### src/rtl/button_hold_repeat.sv
// Button hold/auto-repeat generator: emits press, repeat, long_press and release
// pulses plus a held level, all timed from a millisecond prescaler.
module button_hold_repeat #(
  parameter int unsigned CLK_PER_MS = 100000,
  parameter int unsigned HOLD_MS    = 500,
  parameter int unsigned REPEAT_MS  = 100,
  parameter int unsigned LONG_MS    = 2000
) (
  input  logic clk_i,
  input  logic rst_i,
  input  logic btn_level_i,
  output logic press_o,
  output logic repeat_o,
  output logic long_press_o,
  output logic release_o,
  output logic held_o
);

  localparam int unsigned PW = (CLK_PER_MS > 1) ? $clog2(CLK_PER_MS) : 1;
  localparam logic [PW-1:0] PRESC_MAX  = PW'(CLK_PER_MS - 1);
  localparam logic [15:0]   HOLD_LAST  = 16'(HOLD_MS - 1);
  localparam logic [15:0]   REP_LAST   = 16'(REPEAT_MS - 1);
  localparam logic [15:0]   LONG_LAST  = 16'(LONG_MS - 1);
  localparam bit            LONG_EN    = (LONG_MS != 0);

  localparam logic [1:0] ST_IDLE      = 2'd0;
  localparam logic [1:0] ST_PRESSED   = 2'd1;
  localparam logic [1:0] ST_REPEATING = 2'd2;

  logic [1:0]    state_q, state_d;
  logic          btn_q;
  logic [PW-1:0] presc_q, presc_d;
  logic [15:0]   ms_cnt_q, ms_cnt_d;
  logic [15:0]   rep_cnt_q, rep_cnt_d;
  logic          long_done_q, long_done_d;
  logic          press_q, press_d;
  logic          repeat_q, repeat_d;
  logic          long_q, long_d;
  logic          release_q, release_d;
  logic          held_q, held_d;
  logic          rise_s, fall_s, tick_s;

  assign rise_s = btn_level_i & ~btn_q;
  assign fall_s = ~btn_level_i & btn_q;
  assign tick_s = (state_q != ST_IDLE) && (presc_q == PRESC_MAX);

  // Next-state logic; a fall always takes priority over a coincident tick.
  always_comb begin
    state_d     = state_q;
    presc_d     = presc_q;
    ms_cnt_d    = ms_cnt_q;
    rep_cnt_d   = rep_cnt_q;
    long_done_d = long_done_q;
    press_d     = 1'b0;
    repeat_d    = 1'b0;
    long_d      = 1'b0;
    release_d   = 1'b0;
    case (state_q)
      ST_IDLE: begin
        if (rise_s) begin
          state_d     = ST_PRESSED;
          press_d     = 1'b1;
          presc_d     = '0;
          ms_cnt_d    = 16'd0;
          rep_cnt_d   = 16'd0;
          long_done_d = 1'b0;
        end else begin
          state_d = ST_IDLE;
        end
      end
      ST_PRESSED, ST_REPEATING: begin
        if (fall_s) begin
          state_d   = ST_IDLE;
          release_d = 1'b1;
          presc_d   = '0;
          ms_cnt_d  = 16'd0;
          rep_cnt_d = 16'd0;
        end else if (tick_s) begin
          presc_d  = '0;
          ms_cnt_d = (ms_cnt_q == 16'hFFFF) ? ms_cnt_q : ms_cnt_q + 16'd1;
          if (LONG_EN && (ms_cnt_q == LONG_LAST) && !long_done_q) begin
            long_d      = 1'b1;
            long_done_d = 1'b1;
          end else begin
            long_done_d = long_done_q;
          end
          if (state_q == ST_PRESSED) begin
            if (ms_cnt_q == HOLD_LAST) begin
              state_d   = ST_REPEATING;
              repeat_d  = 1'b1;
              rep_cnt_d = 16'd0;
            end else begin
              state_d = ST_PRESSED;
            end
          end else begin
            if (rep_cnt_q == REP_LAST) begin
              repeat_d  = 1'b1;
              rep_cnt_d = 16'd0;
            end else begin
              rep_cnt_d = rep_cnt_q + 16'd1;
            end
          end
        end else begin
          presc_d = presc_q + PW'(1);
        end
      end
      default: begin
        state_d     = ST_IDLE;
        presc_d     = '0;
        ms_cnt_d    = 16'd0;
        rep_cnt_d   = 16'd0;
        long_done_d = 1'b0;
      end
    endcase
    held_d = (state_d != ST_IDLE);
  end

  // State and output registers; btn_q resets high so a held button needs a fresh rise.
  always_ff @(posedge clk_i) begin
    if (rst_i) begin
      state_q     <= ST_IDLE;
      btn_q       <= 1'b1;
      presc_q     <= '0;
      ms_cnt_q    <= 16'd0;
      rep_cnt_q   <= 16'd0;
      long_done_q <= 1'b0;
      press_q     <= 1'b0;
      repeat_q    <= 1'b0;
      long_q      <= 1'b0;
      release_q   <= 1'b0;
      held_q      <= 1'b0;
    end else begin
      state_q     <= state_d;
      btn_q       <= btn_level_i;
      presc_q     <= presc_d;
      ms_cnt_q    <= ms_cnt_d;
      rep_cnt_q   <= rep_cnt_d;
      long_done_q <= long_done_d;
      press_q     <= press_d;
      repeat_q    <= repeat_d;
      long_q      <= long_d;
      release_q   <= release_d;
      held_q      <= held_d;
    end
  end

  assign press_o      = press_q;
  assign repeat_o     = repeat_q;
  assign long_press_o = long_q;
  assign release_o    = release_q;
  assign held_o       = held_q;

endmodule

### config.mk
export PLATFORM = sky130hd
export DESIGN_NAME = button_hold_repeat
export DESIGN_NICKNAME = d
export VERILOG_FILES = /design/src/rtl/button_hold_repeat.sv
export SDC_FILE = /design/constraint.sdc
export NUM_CORES = 1
export LEC_CHECK = 0
export ABC_AREA = 1
export BUFFER_PORTS_ARGS = -buffer_cell sky130_fd_sc_hd__buf_2
export CAP_MARGIN = 30
export CORE_MARGIN = 2
export CORE_UTILIZATION = 58
export CTS_BUF_LIST = sky130_fd_sc_hd__clkbuf_8
export CTS_CLUSTER_SIZE = 40
export DETAILED_ROUTE_END_ITERATION = 6
export GPL_ROUTABILITY_DRIVEN = 0
export PLACE_DENSITY = 0.79
export SLEW_MARGIN = 20
export SYNTH_ARGS = -nofsm -noshare
export SYNTH_HDL_FRONTEND = slang
export SYNTH_SLANG_ARGS = --single-unit
### constraint.sdc
create_clock -name clk_i -period 5.26 [get_ports clk_i]
set_input_delay 0.263 -clock clk_i [delete_from_list [all_inputs] [get_ports clk_i]]
set_output_delay 0.263 -clock clk_i [all_outputs]
set_load 0.05 [all_outputs]
# Word level (Yosys, flattened, before mapping)
# Cells that the tools add are included.
[op_classes]
n_bitwise = 7
n_eq_ne = 14
n_reduce_logical = 13
add_sub_neg = 3
n_mux = 32
[op_table]
columns = ["op", "count"]
rows = [
  ["16-bit 2-to-1 mux", 9],
  ["16-bit case mux with 2 select lines", 2],
  ["17-bit 2-to-1 mux", 3],
  ["17-bit case mux with 2 select lines", 1],
  ["16-bit by 1-bit adder with 16-bit output, second input constant", 2],
  ["17-bit by 1-bit adder with 17-bit output, second input constant", 1],
  ["17-bit == test, second input constant", 1],
  ["16-bit by 11-bit == test with 1-bit output, second input constant", 1],
  ["16-bit == test, second input constant", 1],
  ["16-bit by 7-bit == test with 1-bit output, second input constant", 1],
  ["16-bit by 9-bit == test with 1-bit output, second input constant", 1],
  ["1-bit 2-to-1 mux", 11],
  ["2-bit 2-to-1 mux", 4],
  ["2-bit inequality test, second input constant", 4],
  ["3-bit inequality test, second input constant", 2],
  ["3-bit AND reduction", 2],
  ["2-bit OR reduction", 3],
  ["1-bit inverter", 5],
  ["4-bit inequality test, second input constant", 1],
  ["2-bit case mux with 2 select lines", 1],
  ["4-bit AND reduction", 1],
  ["2-bit nonzero test", 2],
  ["4-bit OR reduction", 1],
  ["1-bit bitwise AND", 2],
  ["6 further kinds", 7],
]
[word_totals]
wordCells = 80
out_inout_bits = 5
regBits = 58
input_bits = 3

# Logic depth before layout (Yosys ltp)
# Gate-level depths: netlist of run 1.
[depth]
ltp_word = 7
ltp_mapped = 12
depth_no_buf = 12

# Least setup slack after synthesis of run 1
# No wires, ideal clock.
[synth_timing]
kind = "register -> register"
start = "register state_q[0]"
end = "register rep_cnt_q[0]"
stages_incl_launch_ff = 10
path_buffers = 1
t_arrival_ps = 1634
required_ps = 5189
setup_slack_ps = 3555
cell_sequence = "dfxtp_1 inv_1 ha_1 inv_2 nor2_8 nand3_2 nand3_2 buf_2 nand2_1 a21oi_1"
[synth_between]
elab_chain_len = 5
word_cells_on_any_way = 14
[synth_rtl]
columns = ["element", "line_no", "text"]
rows = [
  ["start, declared", "30", "logic [1:0] state_q, state_d;"],
  ["start signal, assigned", "133", "state_q <= state_d;"],
  ["2-bit by 1-bit == test with 1-bit output", "58, 87", ""],
  ["16-bit 2-to-1 mux", "87", "if (state_q == ST_PRESSED) begin"],
  ["16-bit 2-to-1 mux", "78", "end else if (tick_s) begin"],
  ["16-bit 2-to-1 mux", "72", "if (fall_s) begin"],
  ["16-bit case mux with 2 select lines", "58", "case (state_q)"],
  ["end signal, assigned", "137", "rep_cnt_q <= rep_cnt_d;"],
  ["end, declared", "34", "logic [15:0] rep_cnt_q, rep_cnt_d;"],
]
# Parallel ways exist; a longest one is shown, timed or not. The select of a mux whose other input is x is not followed.
# A chain may end at the register's enable or synchronous reset.

# Worst setup path in the final report of run 1
[layout_timing]
start = "register state_q[0]"
end = "register rep_cnt_q[3]"
# Same word-level chain as after synthesis.

==> results.py, run 1 <==
metrics = {
    "global_route": {
        "antenna_found_initial": 0,
        "grt-ovfl-total": 0,
        "grt_pass1_wl_um": 13650,
        "track_usage_pct": 26.58,
        "grt_pass1_vias": 3195,
        "grt_max_degree": 28,
    },
    "pwr": {
        "clock_power_share_pct": 46.0,
        "vdd_drop_max_mv": 0.2152,
        "p_int_uw": 708.3,
        "switchingPower_uw": 214.7,
        "pwr-share-seq_pct": 48.1,
        "static-leakage-power_uw": 0.001493,
        "comb_power_share_pct": 6.0,
        "switching_share_pct": 23.26,
        "power.density_mw_per_mm2": 250.7,
    },
    "final_layout": {
        "fillers": 513,
        "drive_gt1_share_pct": 9.619,
        "layout.nets": 556,
        "antenna_cells": 0,
        "area_growth_pct": 8.040,
        "fin_area_mm2": 0.003682,
    },
    "yosys": {
        "synth.most_common_cell": "nand2_1",
        "yosysWarnings": 0,
        "synth_area_leader_cell": "dfxtp_1",
        "synth_adder_area_share_pct": 2.203,
        "ys_top_cells_by_area": "dfxtp_1 34%, nand2_1 15%, nor2_1 13%, inv_1 5.6%, nand3_1 5.3%",
        "synth_common_cells": "138 x nand2_1, 115 x nor2_1, 58 x dfxtp_1, 51 x inv_1, 36 x nand3_1",
        "synthDistinctLibCells": 35,
        "synth_top_family_by_area": "simple AND/OR/NAND/NOR gates",
        "synth_simple_gate_area_share_pct": 45.26,
        "synth.top_cell.area_share_pct": 34.07,
        "synthXorXnorAreaFrac_pct": 1.542,
        "synth_seq_area_share_pct": 34.07,
        "syn_nets": 548,
        "synth_compound_area_share_pct": 8.370,
        "ys.flop_type": "dfxtp_1",
        "avgSynthCellArea_um2": 6.323,
        "synth_mux_area_share_pct": 0,
        "syn_area_mm2": 0.003408,
        "synth_edf_count": 0,
        "synthArstFlopShare_pct": 0,
        "ys_ff_latch": 58,
        "syn_inst": 539,
    },
    "routing": {
        "drt_pass1_iterations": 5,
        "ant_nets": 0,
        "drt_wl_total_um": 7654,
        "vias": 3377,
        "drc": 0,
        "drtIter0Drc": 180,
        "wl_per_cell_um": 12.29,
        "vias_per_cell": 5.421,
    },
    "sta": {
        "clock_skew_ps": 5.656,
        "tightest_slew_ps": 794.3,
        "rsz0062_at_grt": "false",
        "fmax_mhz": 468.5,
        "post-route-min-period_ps": 2134,
        "hold_viol": 0,
        "slew_violations": 0,
        "tns_ps": 0,
        "setup-violations-final": 0,
        "slew_headroom_pct": 46.72,
        "period_share_pct": 40.58,
    },
    "floorplan": {
        "coreArea_mm2": 0.005574,
        "ios": 8,
        "die_x_um": 80.66,
        "dieArea_mm2": 0.006505,
        "die_y_um": 80.66,
        "row_count": 27,
        "start_util_pct": 61.14,
    },
    "status": {
        "status": "complete, no violations",
    },
    "critical_path": {
        "cpMaxStageDelayCell": "dfxtp_1",
        "path_buf_inv": 4,
        "worstPathCellList": "inv_1, ha_1, inv_1, a21oi_1, buf_4, inv_2, nand3_2, nand2_1, nand2_1, and2_1",
        "critical-path-top-delay-family": "simple AND/OR/NAND/NOR gates",
        "critPathKind": "reg -> reg",
        "crit_fanout": 17,
        "worstPathRequired_ps": 5490,
        "worstSetupEndpointType": "register",
        "max_stage_delay_ps": 360,
        "start_kind": "register",
        "critical_path_arrival_ps": 2360,
        "r2r_slack_ps": 3130,
    },
    "clock_network": {
        "ctsHoldBuffers": 0,
        "cts_root_buf": "clkbuf_8",
        "cts_sinks": 58,
        "ctsResizeCount": 0,
        "cts-htree-levels": 3,
        "cts_tree": "done",
        "clk_path_buf_depth": 2,
        "numCtsBuffers": 9,
        "insertion_delay_ps": 340,
        "postCtsSetupBuffers": 0,
        "path_clk_slew_ps": 60,
    },
    "place": {
        "placed_area_mm2": 0.003478,
        "port_buffers": 7,
        "dp_hpwl_um": 5572,
    },
    "min_path": {
        "min_path_type": "in -> reg",
    },
    "run": {
        "cap_violations": 0,
    },
}
final timing paths:
kind,startpoint,endpoint,cells past startpoint
worst max-delay path,state_q[0],rep_cnt_q[3],10
worst max register to register,state_q[0],rep_cnt_q[3],10
worst min register to register,long_done_q,long_done_q,2
worst min-delay path,btn_level_i,btn_q,2
per-layer routing:
metal | global-route usage [%] | wire (µm)
met1 | 32.61 | 3619
met2 | 46.67 | 3746
met3 | 4.944 | 197
met4 | 8.644 | 91
met5 | 0 | 0
power groups by stage:
stage / Clock [µW] / Combinational, µW / Sequential [µW]
4_1_cts: 428 / 54.7 / 444
2_1_floorplan: 0 / 43.2 / 455
6_report: 424 / 55.0 / 444
5_1_grt: 451 / 61.8 / 443
3_5_place_dp: 0 / 54.4 / 453
3_3_place_gp: 0 / 53.0 / 453
layout by cell type, fill, tap and decap left out, types with 8 or more instances in the layout:
cell,count
nand4_1,12
nand3_1,36
clkbuf_8,12
inv_1,52
inv_2,8
o21ai_0,12
nor3_1,14
a21oi_1,28
nor2_1,115
dfxtp_1,58
nand2_1,138
flip-flops by register name, summed over array words and instances (netlist names):
name	cells
long_done_q	1
release_o	1
state_q	2
repeat_o	1
press_o	1
btn_q	1
held_o	1
long_press_o	1
ms_cnt_q	16
presc_q	17
rep_cnt_q	16
logic make-up (layout without fill, tap and decap cells):
group	after synthesis	count (layout)
XOR/XNOR	6	6
AND/OR/NAND/NOR	344	344
AO/OA/AOI/OAI	53	53
buffers and inverters	72	84
adder cells (fa/ha/maj)	6	6
flip-flops	58	58
area by class of cell:
cell class	instances	area (µm²)	share of cell area, %
multi-input cells	409	1956	53.11
flip-flops and latches	58	1161	31.53
inverters	61	229.0	6.218
clock buffers	12	165.2	4.485
well taps	72	90.09	2.446
repair buffers	8	42.54	1.155
clock inverters	3	38.79	1.053
worst register-to-register path: stages (launching register included):
cell and delay (ps):
dfxtp_1 360, inv_1 70, ha_1 240, inv_1 60
a21oi_1 40, buf_4 200, inv_2 250, nand3_2 360
nand2_1 230, nand2_1 70, and2_1 150
per-stage QoR:
step / instances / setup slack [ps] / power, µW / utilization (%) / hold WS, ps
after global routing: 623 / 2929 / 956.3 / 66.06 / 210.3
after CTS: 623 / 3156 / 926.5 / 66.06 / 204.1
final: 623 / 3126 / 923.0 / 66.06 / 206.3
after detailed placement: 608 / 3173 / 507.9 / 62.40 / 467.5
after floorplan: 539 / 3555 / 497.9 / - / 369.6
after global placement: 608 / 3238 / 506.2 / 62.40 / 461.1
Power figures use the tool's default switching activity.
==> inputs of run 2 (changes only) <==
==> constraint.sdc (replaced) <==
create_clock -name clk_i -period 2.2 [get_ports clk_i]
set_input_delay 0.11 -clock clk_i [delete_from_list [all_inputs] [get_ports clk_i]]
set_output_delay 0.11 -clock clk_i [all_outputs]
set_load 0.05 [all_outputs]
==> run 2 against run 1 <==
Net effect: first-iteration DRC count increased by 46%; sequential cell count unchanged; global-route usage decreased by 0.91 points; core utilization decreased by 0.067 points; clock skew about the same; critical path type unchanged; highest routed layer unchanged.
==> results.py, run 2 (same netlist as run 1, synthesis figures left out) <==
metrics = {
    "routing": {
        "drt_wl_total_um": 7728,
        "highest_layer": "met4",
        "vias_per_cell": 5.364,
        "vias": 3358,
        "drt_pass1_iterations": 5,
        "drc": 0,
        "wl_met1_um": 3457,
        "wl_met3_um": 372,
        "drtIter0Drc": 262,
        "wl_per_cell_um": 12.35,
        "ant_nets": 0,
        "met2_length_um": 3801,
    },
    "sta": {
        "period_share_pct": 92.14,
        "clock_skew_ps": 5.885,
        "slew_headroom_pct": 67.45,
        "post-route-min-period_ps": 2027,
        "setup_ws_ps": 172.8,
        "fmax_mhz": 493.3,
        "tightest_slew_ps": 483.8,
        "rsz0062_at_grt": "false",
        "tns_ps": 0,
        "setup-violations-final": 0,
        "hold_viol": 0,
        "slew_violations": 0,
    },
    "run": {
        "cap_violations": 0,
    },
    "min_path": {
        "min_path_type": "in -> reg",
        "min_path_cells": 2,
    },
    "final_layout": {
        "layout.nets": 559,
        "reg.largest.list": "presc_q: 17 flops, ms_cnt_q: 16 flops, rep_cnt_q: 16 flops",
        "fin_area_mm2": 0.003679,
        "area_growth_pct": 7.930,
        "largest_register_ffs": 17,
        "top_register": "presc_q",
        "antenna_cells": 0,
        "layout_commonest_cell": "nand2_1",
        "final_cell_mix": "138 x nand2_1, 115 x nor2_1, 58 x dfxtp_1, 52 x inv_1, 36 x nand3_1",
        "drive_gt1_share_pct": 10.11,
        "fin_cells": 626,
        "fin_util_pct": 65.99,
    },
    "critical_path": {
        "worstPathRequired_ps": 2420,
        "crit_fanout": 16,
        "start_kind": "register",
        "reg2reg_depth": 8,
        "worstSetupEndpointType": "register",
        "critPathKind": "reg -> reg",
        "critical_path_arrival_ps": 2250,
    },
    "global_route": {
        "grt_pass1_vias": 3053,
        "grt_max_degree": 18,
        "track_usage_pct": 25.67,
        "grt-ovfl-total": 0,
        "antenna_found_initial": 0,
        "grt_pass1_wl_um": 13030,
    },
    "clock_network": {
        "cts_tree": "done",
        "cts_root_buf": "clkbuf_8",
        "path_clk_slew_ps": 60,
        "numCtsBuffers": 9,
        "cts_sinks": 58,
        "ctsHoldBuffers": 0,
        "clk_path_buf_depth": 2,
        "insertion_delay_ps": 330,
        "cts-htree-levels": 3,
    },
    "pwr": {
        "vdd_drop_max_mv": 0.5174,
        "power.density_mw_per_mm2": 558.8,
        "static-leakage-power_uw": 0.001496,
    },
    "place": {
        "placed_area_mm2": 0.003501,
        "dp.cells": 611,
        "place_ws_ps": 164.7,
        "dp_hpwl_um": 5565,
        "port_buffers": 7,
    },
    "floorplan": {
        "dieArea_mm2": 0.006505,
        "die_x_um": 80.66,
        "start_util_pct": 61.14,
        "die_y_um": 80.66,
        "coreArea_mm2": 0.005574,
        "ios": 8,
        "row_count": 27,
    },
    "status": {
        "status": "complete, no violations",
    },
}
[run 2: cell count changes in the layout (fill, tap and decap cells not counted)]
| cell | delta |
|---|---|
| nand3_2 | -1 |
| clkbuf_8 | -1 |
| clkinv_2 | +2 |
| buf_4 | +3 |
| nand3_4 | +1 |
| bufinv_16 | -1 |
[run 2: area by class of cell]
cell class                 count  area (µm²)
clock buffer                  11       151.4
clock inverter                 4       18.77
fill                         516        1896
inverter                      61       229.0
multi-input combinational    409        1963
sequential                    58        1161
tap                           72       90.09
timing repair buffer          11       65.06
[run 2: worst paths after layout]
kind                    start     endpoint  slack (ps)
setup reg to reg   state_q[0]  ms_cnt_q[5]         170
hold / removal    btn_level_i        btn_q          60
hold reg to reg   long_done_q  long_done_q         480
setup / recovery   state_q[0]  ms_cnt_q[5]         170
[run 2: what timing repair did]
action                                  in CTS  in global routing
buffers inserted                             0                  0
endpoints found under the setup margin       0                  3
resized for setup                            0                  1
[run 2: worst max-delay path, cell delays in order (launching register included)]
cell      delay (ps)
dfxtp_1          370
inv_1             70
ha_1             240
nor3_2           260
nand3_2          140
nand2_4          140
nand3_2          300
a21boi_0         310
nor2_1            70
[run 2: per-stage QoR]
stage               hold WS [ps]  total power (µW)
CTS                        51.14              2063
global route               53.08              2136
finish                     56.82              2055
detailed placement         399.6              1217
floorplan                  216.6              1190
global placement           395.5              1214
[run 2: where the power goes]
part | internal [µW] | switching (µW) | leakage [µW]
registers | 1060 | 3.93 | 0.000468
logic | 36.4 | 99.8 | 0.000932
clock network | 453 | 405 | 0.0000961
[run 2: routing by layer]
| layer | up-vias | GRT usage (%) |
|---|---|---|
| li1 | 1734 | - |
| met1 | 1510 | 30.83 |
| met2 | 103 | 44.83 |
| met3 | 11 | 6.517 |
| met4 | 0 | 7.797 |
| met5 | - | 0 |
==> inputs of run 3 (changes only) <==
==> constraint.sdc (replaced) <==
create_clock -name clk_i -period 2.3 [get_ports clk_i]
set_input_delay 0.115 -clock clk_i [delete_from_list [all_inputs] [get_ports clk_i]]
set_output_delay 0.115 -clock clk_i [all_outputs]
set_load 0.05 [all_outputs]
==> run 3 against run 2 <==
Net effect: power is 4.9% lower; core utilization is 0.27 points lower; register-to-register slack better by 70 ps; cell count stayed put; die area stayed put; clock power is 5.1% lower; clock-buffer cell count is 2 lower; critical endpoint is now rep_cnt_q[3].
==> results.py, run 3 (same netlist as run 1, synthesis figures left out) <==
metrics = {
    "critical_path": {
        "start_kind": "register",
        "crit_fanout": 17,
        "max_stage_delay_ps": 370,
        "critPathKind": "reg -> reg",
        "critical-path-top-delay-family": "simple AND/OR/NAND/NOR gates",
        "worstPathCellList": "inv_1, ha_1, nor3_2, nand3_2, nand2_4, nand3_2, nand2_1, nand2_1, and2_1",
        "worstSetupEndpointType": "register",
        "critical_path_arrival_ps": 2300,
        "worstPathRequired_ps": 2540,
        "path_buf_inv": 1,
        "cpMaxStageDelayCell": "dfxtp_1",
    },
    "sta": {
        "setup-violations-final": 0,
        "fmax_mhz": 485.9,
        "tightest_slew_ps": 441.3,
        "period_share_pct": 89.49,
        "slew_headroom_pct": 70.31,
        "clock_skew_ps": 8.865,
        "rsz0062_at_grt": "false",
        "tns_ps": 0,
        "slew_violations": 0,
        "post-route-min-period_ps": 2058,
        "hold_viol": 0,
        "setup_ws_ps": 241.8,
    },
    "clock_network": {
        "cts_tree": "done",
        "ctsResizeCount": 0,
        "ctsHoldBuffers": 0,
        "path_clk_slew_ps": 70,
        "clk_path_buf_depth": 2,
        "cts_sinks": 58,
        "cts-htree-levels": 3,
        "numCtsBuffers": 9,
        "insertion_delay_ps": 340,
        "postCtsSetupBuffers": 0,
        "cts_root_buf": "clkbuf_8",
    },
    "routing": {
        "drc": 0,
        "vias_per_cell": 5.355,
        "drtIter0Drc": 143,
        "drt_wl_total_um": 7560,
        "wl_per_cell_um": 12.08,
        "drt_pass1_iterations": 5,
        "ant_nets": 0,
        "vias": 3352,
    },
    "floorplan": {
        "coreArea_mm2": 0.005574,
        "ios": 8,
        "die_x_um": 80.66,
        "dieArea_mm2": 0.006505,
        "start_util_pct": 61.14,
        "die_y_um": 80.66,
        "row_count": 27,
    },
    "global_route": {
        "antenna_found_initial": 0,
        "grt-ovfl-total": 0,
        "grt_pass1_vias": 3131,
        "grt_max_degree": 18,
        "track_usage_pct": 25.28,
        "grt_pass1_wl_um": 12950,
    },
    "final_layout": {
        "fin_util_pct": 65.72,
        "reg.largest.list": "presc_q: 17 flops, ms_cnt_q: 16 flops, rep_cnt_q: 16 flops",
        "area_growth_pct": 7.489,
        "drive_gt1_share_pct": 10.29,
        "fin_cells": 626,
        "fin_area_mm2": 0.003664,
        "antenna_cells": 0,
        "fillers": 526,
        "largest_register_ffs": 17,
        "layout_commonest_cell": "nand2_1",
        "top_register": "presc_q",
        "final_cell_mix": "138 x nand2_1, 115 x nor2_1, 58 x dfxtp_1, 51 x inv_1, 36 x nand3_1",
        "layout.nets": 558,
    },
    "place": {
        "place_ws_ps": 279.8,
        "placed_area_mm2": 0.003493,
        "dp.cells": 610,
        "dp_hpwl_um": 5550,
        "port_buffers": 7,
    },
    "pwr": {
        "power.density_mw_per_mm2": 533.7,
        "vdd_drop_max_mv": 0.4099,
        "static-leakage-power_uw": 0.001474,
    },
    "run": {
        "cap_violations": 0,
    },
    "min_path": {
        "min_path_type": "in -> reg",
    },
    "status": {
        "status": "complete, no violations",
    },
}
## run 3: path summary, 6_finish.rpt
path / endpoint / cells after the start / slack [ps] / start
worst min-delay path: btn_q / 2 / 50 / btn_level_i
worst max register to register: rep_cnt_q[3] / 9 / 240 / state_q[0]
worst min register to register: ms_cnt_q[1] / 2 / 490 / ms_cnt_q[1]
worst max-delay path: rep_cnt_q[3] / 9 / 240 / state_q[0]
## run 3: layout make-up
type | count | area (µm²) | area share, %
clock buffer | 9 | 123.9 | 3.381
timing repair buffer | 10 | 57.56 | 1.571
sequential | 58 | 1161 | 31.69
tap | 72 | 90.09 | 2.459
inverter | 61 | 229.0 | 6.250
multi-input combinational | 409 | 1956 | 53.38
clock inverter | 7 | 46.29 | 1.264
## run 3: metrics by stage
stage	total power [µW]	hold slack, ps
3_5_place_dp	1163	398.5
4_1_cts	1970	44.73
2_1_floorplan	1139	221.6
5_1_grt	2030	74.11
3_3_place_gp	1160	399.6
6_report	1955	48.61
## run 3: where the power goes
part,switching (µW),internal [µW]
Clock,430,385
Combinational,92.7,34.1
Sequential,3.74,1010
Total,526,1430
## run 3: per-layer routing
layer	GRT usage [%]	vias up	routed length, µm
met5	0	-	0
met3	4.157	19	313
met2	43.42	76	3599
met4	12.71	0	184
met1	30.32	1518	3462
li1	-	1739	-
## run 3: worst reg2reg max path: cells and delay by family, from the launching register on
| kind | cells | cell delay, ps |
|---|---|---|
| DFF | 1 | 370 |
| and+or+nand+nor | 7 | 1290 |
| buffers and inverters | 1 | 70 |
| adders and majority gates | 1 | 240 |
